--- config.mk ---
export PLATFORM = sky130hd
export DESIGN_NAME = cook_timer_ctrl
export DESIGN_NICKNAME = d
export VERILOG_FILES = /design/src/rtl/cook_timer_ctrl.sv
export SDC_FILE = /design/constraint.sdc
export NUM_CORES = 1
export LEC_CHECK = 0
export BUFFER_PORTS_ARGS = -buffer_cell sky130_fd_sc_hd__buf_2
export CAP_MARGIN = 20
export CORE_AREA = 2 2 120 122
export CTS_CLUSTER_SIZE = 25
export DETAILED_ROUTE_END_ITERATION = 10
export DIE_AREA = 0 0 122 124
export PLACE_DENSITY = 0.48
export REMOVE_ABC_BUFFERS = 1
export SYNTH_ARGS = -nofsm -noshare
export SYNTH_HDL_FRONTEND = slang
export SYNTH_SLANG_ARGS = --single-unit
--- constraint.sdc ---
create_clock -name clk -period 2.35 [get_ports clk]
set_input_delay 0.3525 -clock clk [delete_from_list [all_inputs] [get_ports clk]]
set_output_delay 0.3525 -clock clk [all_outputs]
set_load 0.02 [all_outputs]
--- src/rtl/cook_timer_ctrl.sv ---
// ---------------------------------------------------------------------------
// cook_timer_ctrl
//
// Purpose:
//   Countdown cooking timer controller. Holds an MM:SS time in BCD, lets the
//   user dial it up with the increment buttons, counts it down once per
//   timer second while running, supports pause/resume without losing the
//   sub-second phase, and raises an alarm when the time reaches 00:00.
//   All outputs are registered.
//
// Parameters:
//   CLKS_PER_SEC  clk cycles per timer second (must be >= 2)
//   ALARM_SECS    alarm auto-clear time in seconds (timeout build only)
//
// Ports:
//   clk          in   system clock, rising edge
//   reset_p      in   synchronous, active-high reset
//   btn_start    in   one-cycle pulse: start/pause toggle, alarm acknowledge
//   btn_clear    in   one-cycle pulse: abort to IDLE
//   btn_inc_min  in   one-cycle pulse: minutes +1 (IDLE/SET only)
//   btn_inc_sec  in   one-cycle pulse: seconds +1 (IDLE/SET only)
//   min10..sec1  out  BCD time digits
//   state        out  IDLE=0, SET=1, RUN=2, PAUSE=3, ALARM=4
//   running      out  high in RUN
//   alarm        out  high in ALARM
//   done_pulse   out  one cycle on entering ALARM
//
// Build option:
//   COOK_TIMER_ALARM_TIMEOUT_EN  when defined, ALARM clears itself back to
//                                IDLE after ALARM_SECS timer seconds.
// ---------------------------------------------------------------------------
module cook_timer_ctrl #(
    parameter int CLKS_PER_SEC = 100_000_000,
    parameter int ALARM_SECS   = 10
) (
    input  logic       clk,
    input  logic       reset_p,
    input  logic       btn_start,
    input  logic       btn_clear,
    input  logic       btn_inc_min,
    input  logic       btn_inc_sec,
    output logic [3:0] min10,
    output logic [3:0] min1,
    output logic [3:0] sec10,
    output logic [3:0] sec1,
    output logic [2:0] state,
    output logic       running,
    output logic       alarm,
    output logic       done_pulse
);

    typedef enum logic [2:0] {
        ST_IDLE  = 3'd0,
        ST_SET   = 3'd1,
        ST_RUN   = 3'd2,
        ST_PAUSE = 3'd3,
        ST_ALARM = 3'd4
    } state_t;

    localparam int PW = (CLKS_PER_SEC > 1) ? $clog2(CLKS_PER_SEC) : 1;
    localparam logic [PW-1:0] PRESC_MAX = PW'(CLKS_PER_SEC - 1);

    // Reject parameter values the prescaler and alarm timeout cannot honour.
    generate
        if (CLKS_PER_SEC < 2 || ALARM_SECS < 1) begin : g_badParams
            $error("cook_timer_ctrl: needs CLKS_PER_SEC >= 2 and ALARM_SECS >= 1");
        end
    endgenerate

    state_t        r_state;
    state_t        w_nextState;
    logic [3:0]    r_min10, r_min1, r_sec10, r_sec1;
    logic [3:0]    w_min10Next, w_min1Next, w_sec10Next, w_sec1Next;
    logic [3:0]    w_incMin10, w_incMin1, w_incSec10, w_incSec1;
    logic [3:0]    w_decMin10, w_decMin1, w_decSec10, w_decSec1;
    logic [PW-1:0] r_presc;
    logic [PW-1:0] w_prescNext;
    logic          r_running, r_alarm, r_done;
    logic          w_timeZero, w_decZero, w_secTick;

`ifdef COOK_TIMER_ALARM_TIMEOUT_EN
    localparam int AW = (ALARM_SECS > 1) ? $clog2(ALARM_SECS) : 1;
    localparam logic [AW-1:0] ALARM_LAST = AW'(ALARM_SECS - 1);
    logic [AW-1:0] r_alarmCnt;
    logic [AW-1:0] w_alarmCntNext;
`endif

    assign w_timeZero = (r_min10 == 4'd0) && (r_min1 == 4'd0) &&
                        (r_sec10 == 4'd0) && (r_sec1 == 4'd0);
    assign w_secTick  = (r_presc == PRESC_MAX);
    assign w_decZero  = (w_decMin10 == 4'd0) && (w_decMin1 == 4'd0) &&
                        (w_decSec10 == 4'd0) && (w_decSec1 == 4'd0);

    // Increment values for the set buttons. Seconds wrap 59->00 on their
    // own; there is deliberately no carry into the minutes.
    always_comb begin
        w_incSec1  = (r_sec1 == 4'd9) ? 4'd0 : r_sec1 + 4'd1;
        w_incSec10 = r_sec10;
        if (r_sec1 == 4'd9) begin
            w_incSec10 = (r_sec10 == 4'd5) ? 4'd0 : r_sec10 + 4'd1;
        end
        w_incMin1  = (r_min1 == 4'd9) ? 4'd0 : r_min1 + 4'd1;
        w_incMin10 = r_min10;
        if (r_min1 == 4'd9) begin
            w_incMin10 = (r_min10 == 4'd5) ? 4'd0 : r_min10 + 4'd1;
        end
    end

    // One-second BCD decrement with borrow chain sec1 -> sec10 -> min1 ->
    // min10. At 00:00 the value is held so the time can never underflow.
    always_comb begin
        w_decMin10 = r_min10;
        w_decMin1  = r_min1;
        w_decSec10 = r_sec10;
        w_decSec1  = r_sec1;
        if (!w_timeZero) begin
            if (r_sec1 != 4'd0) begin
                w_decSec1 = r_sec1 - 4'd1;
            end else begin
                w_decSec1 = 4'd9;
                if (r_sec10 != 4'd0) begin
                    w_decSec10 = r_sec10 - 4'd1;
                end else begin
                    w_decSec10 = 4'd5;
                    if (r_min1 != 4'd0) begin
                        w_decMin1 = r_min1 - 4'd1;
                    end else begin
                        w_decMin1  = 4'd9;
                        w_decMin10 = r_min10 - 4'd1;
                    end
                end
            end
        end
    end

    // Next-state and next-data logic. Button priority is clear > start > inc.
    // In RUN the prescaler and the decrement advance on every edge, even the
    // one that also sees start or clear; that is what keeps the sub-second
    // phase intact across a pause and makes a start on the final tick land
    // in PAUSE at 00:00.
    always_comb begin
        w_nextState = r_state;
        w_min10Next = r_min10;
        w_min1Next  = r_min1;
        w_sec10Next = r_sec10;
        w_sec1Next  = r_sec1;
        w_prescNext = r_presc;
`ifdef COOK_TIMER_ALARM_TIMEOUT_EN
        w_alarmCntNext = '0;
`endif
        case (r_state)
            ST_IDLE: begin
                w_prescNext = '0;
                if (!btn_clear && !btn_start && (btn_inc_min || btn_inc_sec)) begin
                    w_nextState = ST_SET;
                    if (btn_inc_min) begin
                        w_min10Next = w_incMin10;
                        w_min1Next  = w_incMin1;
                    end
                    if (btn_inc_sec) begin
                        w_sec10Next = w_incSec10;
                        w_sec1Next  = w_incSec1;
                    end
                end
            end
            ST_SET: begin
                if (btn_clear) begin
                    w_nextState = ST_IDLE;
                    w_min10Next = 4'd0;
                    w_min1Next  = 4'd0;
                    w_sec10Next = 4'd0;
                    w_sec1Next  = 4'd0;
                end else if (btn_start) begin
                    w_nextState = w_timeZero ? ST_IDLE : ST_RUN;
                    w_prescNext = '0;
                end else begin
                    if (btn_inc_min) begin
                        w_min10Next = w_incMin10;
                        w_min1Next  = w_incMin1;
                    end
                    if (btn_inc_sec) begin
                        w_sec10Next = w_incSec10;
                        w_sec1Next  = w_incSec1;
                    end
                end
            end
            ST_RUN: begin
                w_prescNext = w_secTick ? '0 : r_presc + PW'(1);
                if (w_secTick) begin
                    w_min10Next = w_decMin10;
                    w_min1Next  = w_decMin1;
                    w_sec10Next = w_decSec10;
                    w_sec1Next  = w_decSec1;
                end
                if (btn_clear) begin
                    w_nextState = ST_IDLE;
                    w_min10Next = 4'd0;
                    w_min1Next  = 4'd0;
                    w_sec10Next = 4'd0;
                    w_sec1Next  = 4'd0;
                    w_prescNext = '0;
                end else if (btn_start) begin
                    w_nextState = ST_PAUSE;
                end else if (w_secTick && w_decZero) begin
                    w_nextState = ST_ALARM;
                end
            end
            ST_PAUSE: begin
                if (btn_clear) begin
                    w_nextState = ST_IDLE;
                    w_min10Next = 4'd0;
                    w_min1Next  = 4'd0;
                    w_sec10Next = 4'd0;
                    w_sec1Next  = 4'd0;
                    w_prescNext = '0;
                end else if (btn_start) begin
                    // Paused exactly on the final tick: resuming means alarm.
                    if (w_timeZero) begin
                        w_nextState = ST_ALARM;
                        w_prescNext = '0;
                    end else begin
                        w_nextState = ST_RUN;
                    end
                end
            end
            ST_ALARM: begin
                w_min10Next = 4'd0;
                w_min1Next  = 4'd0;
                w_sec10Next = 4'd0;
                w_sec1Next  = 4'd0;
                if (btn_clear || btn_start) begin
                    w_nextState = ST_IDLE;
                    w_prescNext = '0;
                end else begin
`ifdef COOK_TIMER_ALARM_TIMEOUT_EN
                    w_prescNext    = w_secTick ? '0 : r_presc + PW'(1);
                    w_alarmCntNext = r_alarmCnt;
                    if (w_secTick) begin
                        if (r_alarmCnt == ALARM_LAST) begin
                            w_nextState    = ST_IDLE;
                            w_alarmCntNext = '0;
                        end else begin
                            w_alarmCntNext = r_alarmCnt + AW'(1);
                        end
                    end
`endif
                end
            end
            default: begin
                w_nextState = ST_IDLE;
                w_min10Next = 4'd0;
                w_min1Next  = 4'd0;
                w_sec10Next = 4'd0;
                w_sec1Next  = 4'd0;
                w_prescNext = '0;
            end
        endcase
    end

    // State and data registers. The status flags are decoded from the next
    // state so they line up with the registered state output; done_pulse
    // fires only on the transition into ALARM.
    always_ff @(posedge clk) begin
        if (reset_p) begin
            r_state   <= ST_IDLE;
            r_min10   <= 4'd0;
            r_min1    <= 4'd0;
            r_sec10   <= 4'd0;
            r_sec1    <= 4'd0;
            r_presc   <= '0;
            r_running <= 1'b0;
            r_alarm   <= 1'b0;
            r_done    <= 1'b0;
        end else begin
            r_state   <= w_nextState;
            r_min10   <= w_min10Next;
            r_min1    <= w_min1Next;
            r_sec10   <= w_sec10Next;
            r_sec1    <= w_sec1Next;
            r_presc   <= w_prescNext;
            r_running <= (w_nextState == ST_RUN);
            r_alarm   <= (w_nextState == ST_ALARM);
            r_done    <= (w_nextState == ST_ALARM) && (r_state != ST_ALARM);
        end
    end

`ifdef COOK_TIMER_ALARM_TIMEOUT_EN
    // Seconds spent in ALARM, used for the automatic return to IDLE.
    always_ff @(posedge clk) begin
        if (reset_p) begin
            r_alarmCnt <= '0;
        end else begin
            r_alarmCnt <= w_alarmCntNext;
        end
    end
`endif

    assign min10      = r_min10;
    assign min1       = r_min1;
    assign sec10      = r_sec10;
    assign sec1       = r_sec1;
    assign state      = r_state;
    assign running    = r_running;
    assign alarm      = r_alarm;
    assign done_pulse = r_done;

endmodule
==> reports/qor.csv, run 1 <==
stage,metric,value,unit
synthesis,synth-edff-count,0,
clock_tree,cts_max_level,2,
route,first_pass_iters,7,
floorplan,die_y,124,microns
grt,grt_pass1_vias,3380,
timing,period_share,103,%
grt,grt_max_degree,26,
critical_path,path_class,reg2reg,
timing,worst_pin_slew,643,ps
power_and_ir_drop,pwr-share-comb,21.4,%
route,via_count,3715,
job,cap_violations,0,
timing,hold_violations,0,
critical_path,cp-end-kind,register,
placed_design,port_buffers,27,
placed_design,hpwl,7.68,mm
clock_tree,clkTransAtPathRegs,70,ps
floorplan,rows,43,
floorplan,io_pins,28,
critical_path,worstRegToRegCells,9,
critical_path,cp_max_fo,6,
synthesis,async_flop_share,0,%
critical_path,cp.arrival,2650,ps
floorplan,die-area,15100,sq um
min_path,hold_depth,2,
grt,grt_first_pass_wirelength,17.4,mm
critical_path,reg2reg_from,sec1[1]$_SDFFE_PP0P_,
synthesis,ys_seq_elements,49,
route,drt_iter0_markers,179,
critical_path,cp_data_required_time,2580,ps
cells_and_area,nets,560,
power_and_ir_drop,intPower,0.00144,W
timing,fin_skew,9.92,ps
timing,hold_ws,504,ps
power_and_ir_drop,p_leak,1.86,nW
synthesis,yosysMostFrequentCell,nor2_1,
power_and_ir_drop,p_per_area,413,nW/um^2
timing,relSlewSlack,57.1,%
synthesis,yosysWarnings,0,
synthesis,synth_ff_type,dfxtp_1,
grt,track_usage,14.5,%
synthesis,yosys.area.top_type,dfxtp_1,
critical_path,critPathCapture,r_presc[12]$_SDFFE_PP0P_,
placed_design,post_dp_cell_area,4290,sq um
placed_design,gp_congestion,0.896,
route,drc,0,
grt,grt_overflow,0,
run_status,status,"finished, violations left",
synthesis,syn_area_per_cell,7.74,sq um
timing,setup_viol,9,
power_and_ir_drop,seq_power_share,41.8,%
cells_and_area,n_antenna_cell,0,
clock_tree,root_buffer,clkbuf_16,
timing,worst_slack,-68.2,ps
synthesis,synthDistinctLibCells,62,
floorplan,start_util,24.6,%
floorplan,die_w,122,microns
critical_path,rr_endpoint,r_presc[12]$_SDFFE_PP0P_,
cells_and_area,fin_area,4890,sq um
synthesis,synthTopCellsByArea,"dfxtp_1 (29%), nor2_1 (6.6%), ha_1 (5.2%), a21oi_1 (5.0%), o21ai_0 (4.1%)",
clock_tree,cts_sinks,49,
power_and_ir_drop,p_clk_share,36.8,%
floorplan,core_area,13700,sq um
power_and_ir_drop,swShare,28.8,%
synthesis,yosysSeqAreaShare,29.0,%
critical_path,reg2reg_setup_slack,-70,ps
placed_design,pre_cts_slack,-191,ps
clock_tree,cts_buffer_depth,2,
grt,antenna_found_initial,0,
synthesis,synth.cell_area,3380,sq um
route,antenna_left,0,
cells_and_area,area_growth,44.7,%
power_and_ir_drop,vdd.ir_drop.worst,0.254,mV
clock_tree,cts_tree,yes,
timing,fmax,414,MHz
route,routed_wl,11.4,mm
min_path,hp-class,reg2reg,
clock_tree,clock_latency,300,ps
synthesis,synth_commonest_cells,"nor2_1 (59), dfxtp_1 (49), nand2_1 (36)",
clock_tree,cts_buffers,5,
critical_path,critPathLaunchType,register,
synthesis,yosys.area.top_type_share,29.0,%
critical_path,cp-startpoint,sec1[1]$_SDFFE_PP0P_,
power_and_ir_drop,p_sw,0.000581,W
route,wl_per_cell,15.8,microns
synthesis,syn_inst,437,
cells_and_area,drive_gt1_share,38.1,%
timing,period_needed,2420,ps
timing,report.final.slew_viol_count,0,
run_status,violations,negative setup slack,
route,via_per_inst,5.15,
timing,rsz0062_at_grt,true,
cells by family after synthesis:
logic type / after synthesis / share of synthesized area, %
AO/OA/AOI/OAI: 111 / 21.2
multiplexers: 3 / 0.888
XOR/XNOR: 24 / 6.22
buffers and inverters: 38 / 5.18
AND/OR/NAND/NOR: 198 / 32.3
adder cells (fa/ha/maj): 14 / 5.18
flip-flops: 49 / 29.0
per-layer routing:
layer / routed length (microns) / track usage, %
met3: 600 / 1.97
met2: 5240 / 22.7
met5: 0 / 0
met1: 5300 / 20.3
met4: 231 / 5.17
timing repair:
action                     CTS  global route
pin swaps                   12            36
hold buffers                 0             0
buffers inserted             3             1
setup endpoints to repair   32            39
cloned                       2             3
gates resized for setup     23            61
state kept, by name (all words and copies together) (netlist names):
| signal | cells |
|---|---|
| done_pulse | 1 |
| state | 3 |
| running | 1 |
| min1 | 4 |
| alarm | 1 |
| sec1 | 4 |
| sec10 | 4 |
| min10 | 4 |
| r_presc | 27 |
area by class of cell:
type                            instances  area [sq um]
Multi-Input combinational cell        352          2560
Sequential cell                        49           986
Clock inverter                          3          21.3
Timing Repair Buffer                  120           932
Fill cell                            1427          8830
Clock buffer                            5           125
Tap cell                              180           225
Inverter                               12          45.0
layout by cell type, fill, tap and decap left out, drive strengths merged, types with 7 or more instances in the layout:
cell type / synthesis / final
nor3: 14 / 14
ha: 14 / 14
nor2: 59 / 59
xnor2: 12 / 12
nor2b: 7 / 7
xor2: 12 / 12
nand3: 19 / 19
dfxtp: 49 / 49
and3: 9 / 9
a211oi: 11 / 11
buf: 12 / 118
a21oi: 35 / 35
clkbuf: 14 / 7
nor4: 11 / 11
nand4: 16 / 16
o21ai: 30 / 30
nand2: 36 / 36
inv: 12 / 13
nor3b: 7 / 7
per-stage QoR:
stage / instances / total power, W / utilization, % / setup TNS (ps)
global placement: 704 / 0.00123 / 31.3 / -1180
detailed placement: 704 / 0.00124 / 31.3 / -2250
global route: 721 / 0.00211 / 35.6 / -2460
finish: 721 / 0.00202 / 35.6 / -192
floorplan: 411 / 0.00104 / - / -11780
CTS: 717 / 0.00201 / 33.4 / -135
power groups by stage:
| stage | registers [W] | clock network, W | logic (W) |
|---|---|---|---|
| 5_1_grt | 0.000845 | 0.000798 | 0.000463 |
| 3_3_place_gp | 0.000862 | 0 | 0.000372 |
| 4_1_cts | 0.000844 | 0.000765 | 0.000402 |
| 2_1_floorplan | 0.000877 | 0 | 0.000167 |
| 6_report | 0.000845 | 0.000744 | 0.000433 |
| 3_5_place_dp | 0.000863 | 0 | 0.000373 |
critical path: stages (launching register included):
cell and delay (ps):
dfxtp_2 330, inv_2 70, ha_4 140, or3b_4 440, nor4_4 390, o21ai_4 120
a21oi_4 220, nand3_2 100, or4_1 410, a21oi_1 140
how the worst min path moves through the flow:
stage / from / end / slack (ps)
6_report: min10[2]$_SDFFE_PP0P_ / min10[2]$_SDFFE_PP0P_ / 500
5_1_grt: btn_inc_sec / sec1[2]$_SDFFE_PP0P_ / 540
4_1_cts: btn_inc_sec / sec1[2]$_SDFFE_PP0P_ / 500
3_5_place_dp: min10[2]$_SDFFE_PP0P_ / min10[2]$_SDFFE_PP0P_ / 490
3_3_place_gp: min10[2]$_SDFFE_PP0P_ / min10[2]$_SDFFE_PP0P_ / 500
2_1_floorplan: reset_p / min10[2]$_SDFFE_PP0P_ / 420
Power figures use the tool's default switching activity.
==> inputs of run 2 (changes only) <==
==> constraint.sdc (replaced) <==
create_clock -name clk -period 2 [get_ports clk]
set_input_delay 0.3 -clock clk [delete_from_list [all_inputs] [get_ports clk]]
set_output_delay 0.3 -clock clk [all_outputs]
set_load 0.02 [all_outputs]
==> run 2 against run 1 <==
  * Total power rose by 27%
  * Via count grew 7.5%
  * Routed wire length rose by 11%
  * Critical endpoint unchanged
  * Sequential power grew 17%
  * Critical path depth unchanged
  * Worst setup slack worse by 440 ps
  * Highest routed layer unchanged
  * Non-clock buffer count rose by 60
  * The run still ends with negative setup slack left
==> reports/qor.csv, run 2 (synthesis results as in run 1) <==
stage,metric,value,unit,change
grt,grt_max_degree,26,,unchanged
floorplan,die_w,122,microns,unchanged
cells_and_area,largest_reg_flops,27,,unchanged
critical_path,critPathSlowestCell,or4_1,,
floorplan,rows,43,,unchanged
cells_and_area,drive_gt1_share,48.9,%,+11 points
route,via_per_inst,5.11,,-0.77%
timing,setup_viol,44,,+35
cells_and_area,final_common_cell,buf_4,,
floorplan,io_pins,28,,unchanged
critical_path,cp.arrival,2750,ps,+100 ps
clock_tree,postCtsHoldBufs,0,,unchanged
clock_tree,clock_latency,300,ps,about the same
run_status,status,"finished, violations left",,
grt,antenna_found_initial,0,,unchanged
grt,grt_first_pass_wirelength,18.8,mm,+8.2%
clock_tree,cts_buffer_depth,2,,unchanged
timing,relSlewSlack,65.8,%,+8.7 points
cells_and_area,multi_input_area,2790,sq um,+9.0%
timing,worst_pin_slew,500,ps,-143 ps
placed_design,hpwl,7.95,mm,+3.6%
cells_and_area,seqCellArea,990,sq um,+0.38%
critical_path,cp_max_fo,6,,unchanged
cells_and_area,n_antenna_cell,0,,unchanged
critical_path,cp_data_required_time,2240,ps,-340 ps
floorplan,start_util,24.6,%,unchanged
grt,grt_pass1_vias,3738,,+11%
cells_and_area,largest_register,r_presc,,
clock_tree,root_buffer,clkbuf_16,,
route,via_count,3993,,+7.5%
route,routed_wl,12.6,mm,+11%
timing,report.final.slew_viol_count,0,,unchanged
cells_and_area,fillerInstances,1340,,-6.1%
critical_path,critPathLaunchType,register,,
cells_and_area,layout.cells.most_common_list,"buf_4 (128), nor2_1 (52), dfxtp_1 (42)",,
route,antenna_left,0,,unchanged
clock_tree,cts_max_level,2,,unchanged
placed_design,gp_congestion,0.909,,+1.4%
grt,track_usage,15.8,%,+1.3 points
timing,fin_skew,8.25,ps,-1.66 ps
clock_tree,cts_buffers,5,,unchanged
critical_path,cp-end-kind,register,,
placed_design,post_dp_cell_area,4590,sq um,+6.9%
min_path,hp-class,in2reg,,
cells_and_area,fin_area,5660,sq um,+16%
cells_and_area,nets,620,,+11%
timing,worst_slack,-510,ps,-441 ps
clock_tree,cts_tree,yes,,
clock_tree,clkTransAtPathRegs,70,ps,about the same
floorplan,die_y,124,microns,unchanged
power_and_ir_drop,vdd.ir_drop.worst,0.310,mV,+22%
timing,hold_ws,498,ps,-5.96 ps
critical_path,path_class,reg2reg,,
route,drt_iter0_markers,194,,+8.4%
power_and_ir_drop,p_leak,2.26,nW,+21%
clock_tree,cts_sinks,49,,unchanged
route,wl_per_cell,16.2,microns,+2.4%
grt,grt_overflow,0,,unchanged
floorplan,core_area,13700,sq um,unchanged
cells_and_area,area_growth,67.3,%,
critical_path,path_cells,inv_2 > ha_4 > or3b_4 > nor4_4 > o21ai_2 > a21oi_4 > nand3_2 > or4_1 > a21oi_1,,
power_and_ir_drop,p_per_area,454,nW/um^2,+9.9%
run_status,violations,negative setup slack,,
timing,fmax,398,MHz,-3.6%
route,first_pass_iters,7,,unchanged
job,cap_violations,0,,unchanged
timing,hold_violations,0,,unchanged
route,drc,0,,unchanged
timing,period_share,125,%,+23 points
timing,period_needed,2510,ps,+91.5 ps
critical_path,crit_path_max_incr_delay,480,ps,+40 ps
floorplan,die-area,15100,sq um,unchanged
timing,rsz0062_at_grt,true,,
placed_design,port_buffers,27,,unchanged
[run 2: cell types whose count changed in the layout (fill, tap and decap cells not counted), moves of 7 or more]
cell / previous run / this run
buf_4: 81 / 128
buf_6: 7 / 16
o21ai_0: 24 / 15
a21oi_2: 4 / 11
nor2_1: 45 / 52
o21ai_1: 4 / 11
[run 2: final timing paths]
kind,endpoint,from,slack [ps],cells past startpoint
worst max-delay path,r_presc[12]$_SDFFE_PP0P_,sec10[0]$_SDFFE_PP0P_,-510,9
worst min-delay path,state[1]$_SDFF_PP0_,reset_p,500,5
worst max register to register,r_presc[12]$_SDFFE_PP0P_,sec10[0]$_SDFFE_PP0P_,-510,9
worst min register to register,r_presc[24]$_SDFFE_PP0P_,r_presc[24]$_SDFFE_PP0P_,530,2
[run 2: layout make-up]
| type | count | area share (%) |
|---|---|---|
| clock inverter | 2 | 0.243 |
| multi-input combinational | 352 | 49.3 |
| clock buffer | 6 | 2.28 |
| timing repair buffer | 180 | 25.9 |
| sequential | 49 | 17.5 |
| tap | 180 | 3.98 |
| inverter | 12 | 0.796 |
[run 2: layer usage]
metal	GRT usage, %	wire length [microns]	up-vias
met5	0	0	-
met4	6.47	291	0
met3	2.20	515	26
met2	25.3	5980	106
met1	21.4	5820	1940
li1	-	-	1921
[run 2: critical path, delay by kind of cell (launching register included)]
family,cells,cell delay [ps]
AND/OR/NAND/NOR,4,1400
AO/OA/AOI/OAI,3,520
flip-flops,1,330
adder cells (fa/ha/maj),1,130
buffers and inverters,1,60
[run 2: timing repair]
item | CTS | global route
buffers inserted | 21 | 11
pin swaps | 49 | 50
gates cloned | 3 | 3
resized for setup | 73 | 71
endpoints found under the setup margin | 48 | 47
hold endpoints to repair | 0 | 0
[run 2: stage by stage]
stage / total power, W / instances / setup slack (ps) / util, % / TNS, ps
after floorplan: 0.00123 / 411 / -772 / - / -26400
after global placement: 0.00148 / 740 / -522 / 33.5 / -14260
after detailed placement: 0.00148 / 740 / -537 / 33.5 / -15140
after CTS: 0.00247 / 771 / -449 / 38.1 / -11510
after global routing: 0.00267 / 781 / -565 / 41.2 / -16900
final: 0.00257 / 781 / -510 / 41.2 / -13120
[run 2: report_power, final]
part,internal (W),switching [W]
clock network,0.000468,0.000407
logic,0.000360,0.000341
registers,0.000985,0.00000674
total,0.00181,0.000755
==> inputs of run 3 (changes only) <==
--- a/config.mk
+++ b/config.mk
@@ -7,11 +7,14 @@
 export LEC_CHECK = 0
 export BUFFER_PORTS_ARGS = -buffer_cell sky130_fd_sc_hd__buf_2
 export CAP_MARGIN = 20
+export CELL_PAD_IN_SITES_DETAIL_PLACEMENT = 0
+export CELL_PAD_IN_SITES_GLOBAL_PLACEMENT = 1
 export CORE_AREA = 2 2 120 122
 export CTS_CLUSTER_SIZE = 25
 export DETAILED_ROUTE_END_ITERATION = 10
 export DIE_AREA = 0 0 122 124
-export PLACE_DENSITY = 0.48
+export PLACE_DENSITY = 0.58
+export RECOVER_POWER = 25
 export REMOVE_ABC_BUFFERS = 1
 export SYNTH_ARGS = -nofsm -noshare
 export SYNTH_HDL_FRONTEND = slang
==> constraint.sdc (replaced) <==
create_clock -name clk -period 2 [get_ports clk]
set_input_delay 0.1 -clock clk [delete_from_list [all_inputs] [get_ports clk]]
set_output_delay 0.1 -clock clk [all_outputs]
set_load 0.02 [all_outputs]
==> run 3 against run 2 <==
  * The run still ends with negative setup slack left
  * Final cell count decreased by 0.64%
  * Routed wire length shrank 2.0%
  * Flip-flop and latch count is the same
  * Non-clock buffer count shrank 5
  * Critical path type unchanged
==> reports/qor.csv, run 3 (synthesis results as in run 1) <==
stage,metric,value,unit,change
run_status,status,"finished, violations left",,
run_status,violations,negative setup slack,,
timing,rsz0062_at_grt,true,,
grt,grt_first_pass_wirelength,18.7,mm,-0.33%
clock_tree,cts_max_level,2,,unchanged
route,first_pass_iters,5,,-2
power_and_ir_drop,vdd.ir_drop.worst,0.309,mV,-0.51%
timing,hold_ws,271,ps,-227 ps
timing,setup_viol,45,,+2.3%
cells_and_area,drive_gt1_share,47.3,%,-1.6 points
grt,grt_pass1_vias,3731,,-0.19%
floorplan,die_w,122,microns,unchanged
timing,report.final.slew_viol_count,0,,unchanged
power_and_ir_drop,p_per_area,451,nW/um^2,-0.72%
timing,relSlewSlack,64.7,%,-1.2 points
placed_design,hpwl,8.19,mm,+3.0%
timing,worst_slack,-432,ps,+78.1 ps
cells_and_area,largest_register,r_presc,,
grt,track_usage,15.6,%,-0.21 points
critical_path,cp-end-kind,register,,
grt,grt_max_degree,26,,unchanged
critical_path,cp_max_fo,6,,unchanged
clock_tree,cts_sinks,49,,unchanged
cells_and_area,nets,615,,-0.81%
route,antenna_left,0,,unchanged
power_and_ir_drop,p_leak,2.17,nW,-3.8%
timing,fmax,411,MHz,+3.2%
critical_path,rr_endpoint,running$_SDFF_PP0_,,
timing,worst_pin_slew,517,ps,+16.9 ps
grt,grt_overflow,0,,unchanged
timing,fin_skew,7.86,ps,-0.393 ps
clock_tree,cts_buffer_depth,2,,unchanged
timing,hold_violations,0,,unchanged
grt,antenna_found_initial,0,,unchanged
cells_and_area,fillerInstances,1404,,+4.8%
job,cap_violations,0,,unchanged
clock_tree,cts_tree,yes,,
route,routed_wl,12.4,mm,-2.0%
route,wl_per_cell,15.9,microns,-1.4%
placed_design,port_buffers,27,,unchanged
critical_path,critPathLaunchType,register,,
cells_and_area,area_growth,62.8,%,
critical_path,critPathCapture,running$_SDFF_PP0_,,
timing,period_share,122,%,-3.9 points
placed_design,pre_cts_slack,-557,ps,-20.0 ps
floorplan,io_pins,28,,unchanged
critical_path,worstRegToRegCells,11,,+2
cells_and_area,layout.cells.most_common_list,"buf_4 (125), nor2_1 (47), dfxtp_1 (43)",,
route,drc,0,,unchanged
cells_and_area,largest_reg_flops,27,,unchanged
timing,period_needed,2430,ps,-78.1 ps
floorplan,die-area,15100,sq um,unchanged
critical_path,cp-startpoint,sec10[1]$_SDFFE_PP0P_,,
route,drt_iter0_markers,183,,-5.7%
route,via_count,3893,,-2.5%
floorplan,core_area,13700,sq um,unchanged
cells_and_area,final_common_cell,buf_4,,
critical_path,cp.arrival,2620,ps,-130 ps
critical_path,path_class,reg2reg,,
critical_path,reg2reg_from,sec10[1]$_SDFFE_PP0P_,,
min_path,hp-class,in2reg,,
clock_tree,cts_buffers,5,,unchanged
critical_path,cp_data_required_time,2180,ps,-60 ps
clock_tree,clock_latency,300,ps,about the same
floorplan,start_util,24.6,%,unchanged
floorplan,rows,43,,unchanged
placed_design,gp_congestion,0.899,,-1.1%
route,via_per_inst,5.02,,-1.9%
cells_and_area,n_antenna_cell,0,,unchanged
clock_tree,clkTransAtPathRegs,70,ps,about the same
critical_path,reg2reg_setup_slack,-430,ps,+80 ps
clock_tree,root_buffer,clkbuf_16,,
floorplan,die_y,124,microns,unchanged
[run 3: changes by cell type in the layout (fill, tap and decap cells not counted), moves of 4 or more]
cell / change
buf_12: -6
buf_2: -5
clkbuf_1: +5
nand2_1: -4
nand2_2: +4
nor2_1: -5
[run 3: per-layer routing]
metal,vias up,global-route usage (%),part of all wire (%)
met5,-,0,0
met4,0,3.81,1.4
met3,12,2.01,5.2
met2,89,26.5,46
met1,1882,21.0,47
li1,1910,-,-
[run 3: metrics by stage]
stage / area [sq um] / util [%] / std cells / power, W / setup TNS (ps)
floorplan: 3250 / - / 411 / 0.00123 / -26400
global placement: 4550 / 33.1 / 741 / 0.00146 / -14340
detailed placement: 4550 / 33.1 / 741 / 0.00146 / -15550
CTS: 5040 / 36.7 / 762 / 0.00242 / -11180
global route: 5510 / 40.1 / 776 / 0.00259 / -18160
finish: 5510 / 40.1 / 776 / 0.00248 / -13050
[run 3: layout make-up]
class / count / area [sq um] / area share, %
inverters: 12 / 45.0 / 0.818
multi-input cells: 352 / 2730 / 49.6
well taps: 180 / 225 / 4.09
flip-flops and latches: 49 / 988 / 18.0
repair buffers: 175 / 1370 / 25.0
clock inverters: 2 / 15.0 / 0.273
clock buffers: 6 / 129 / 2.34
[run 3: critical path, stage by stage (launching register included)]
cell	delay, ps
dfxtp_2	330
inv_2	70
ha_4	130
or3b_4	450
buf_4	170
o31a_1	280
a21oi_2	130
nand4_1	130
nor4_2	200
buf_4	170
a21oi_2	70
and3_1	180
[run 3: report_power, final]
part | switching, W | total [W] | internal [W]
sequential | 0.00000483 | 0.000989 | 0.000984
clock | 0.000406 | 0.000871 | 0.000466
combinational | 0.000315 | 0.000621 | 0.000306
total | 0.000725 | 0.00248 | 0.00176
[run 3: timing repair]
action | 4_1_cts | 5_1_grt
buffers inserted | 10 | 13
gates cloned | 3 | 4
hold endpoints to repair | 0 | 0
hold buffers | 0 | 0
resized for setup | 60 | 90
setup endpoints to repair | 48 | 48
pin swaps | 40 | 51
[run 3: worst min path at each step]
| stage | end | slack (ps) | from | cells after the start |
|---|---|---|---|---|
| floorplan | min10[2]$_SDFFE_PP0P_ | 170 | reset_p | 1 |
| global placement | r_presc[26]$_SDFFE_PP0P_ | 500 | r_presc[26]$_SDFFE_PP0P_ | 2 |
| detailed placement | running | 520 | running$_SDFF_PP0_ | 1 |
| CTS | state[0]$_SDFF_PP0_ | 260 | btn_start | 4 |
| global route | state[0]$_SDFF_PP0_ | 290 | btn_start | 4 |
| finish | state[0]$_SDFF_PP0_ | 270 | btn_start | 4 |
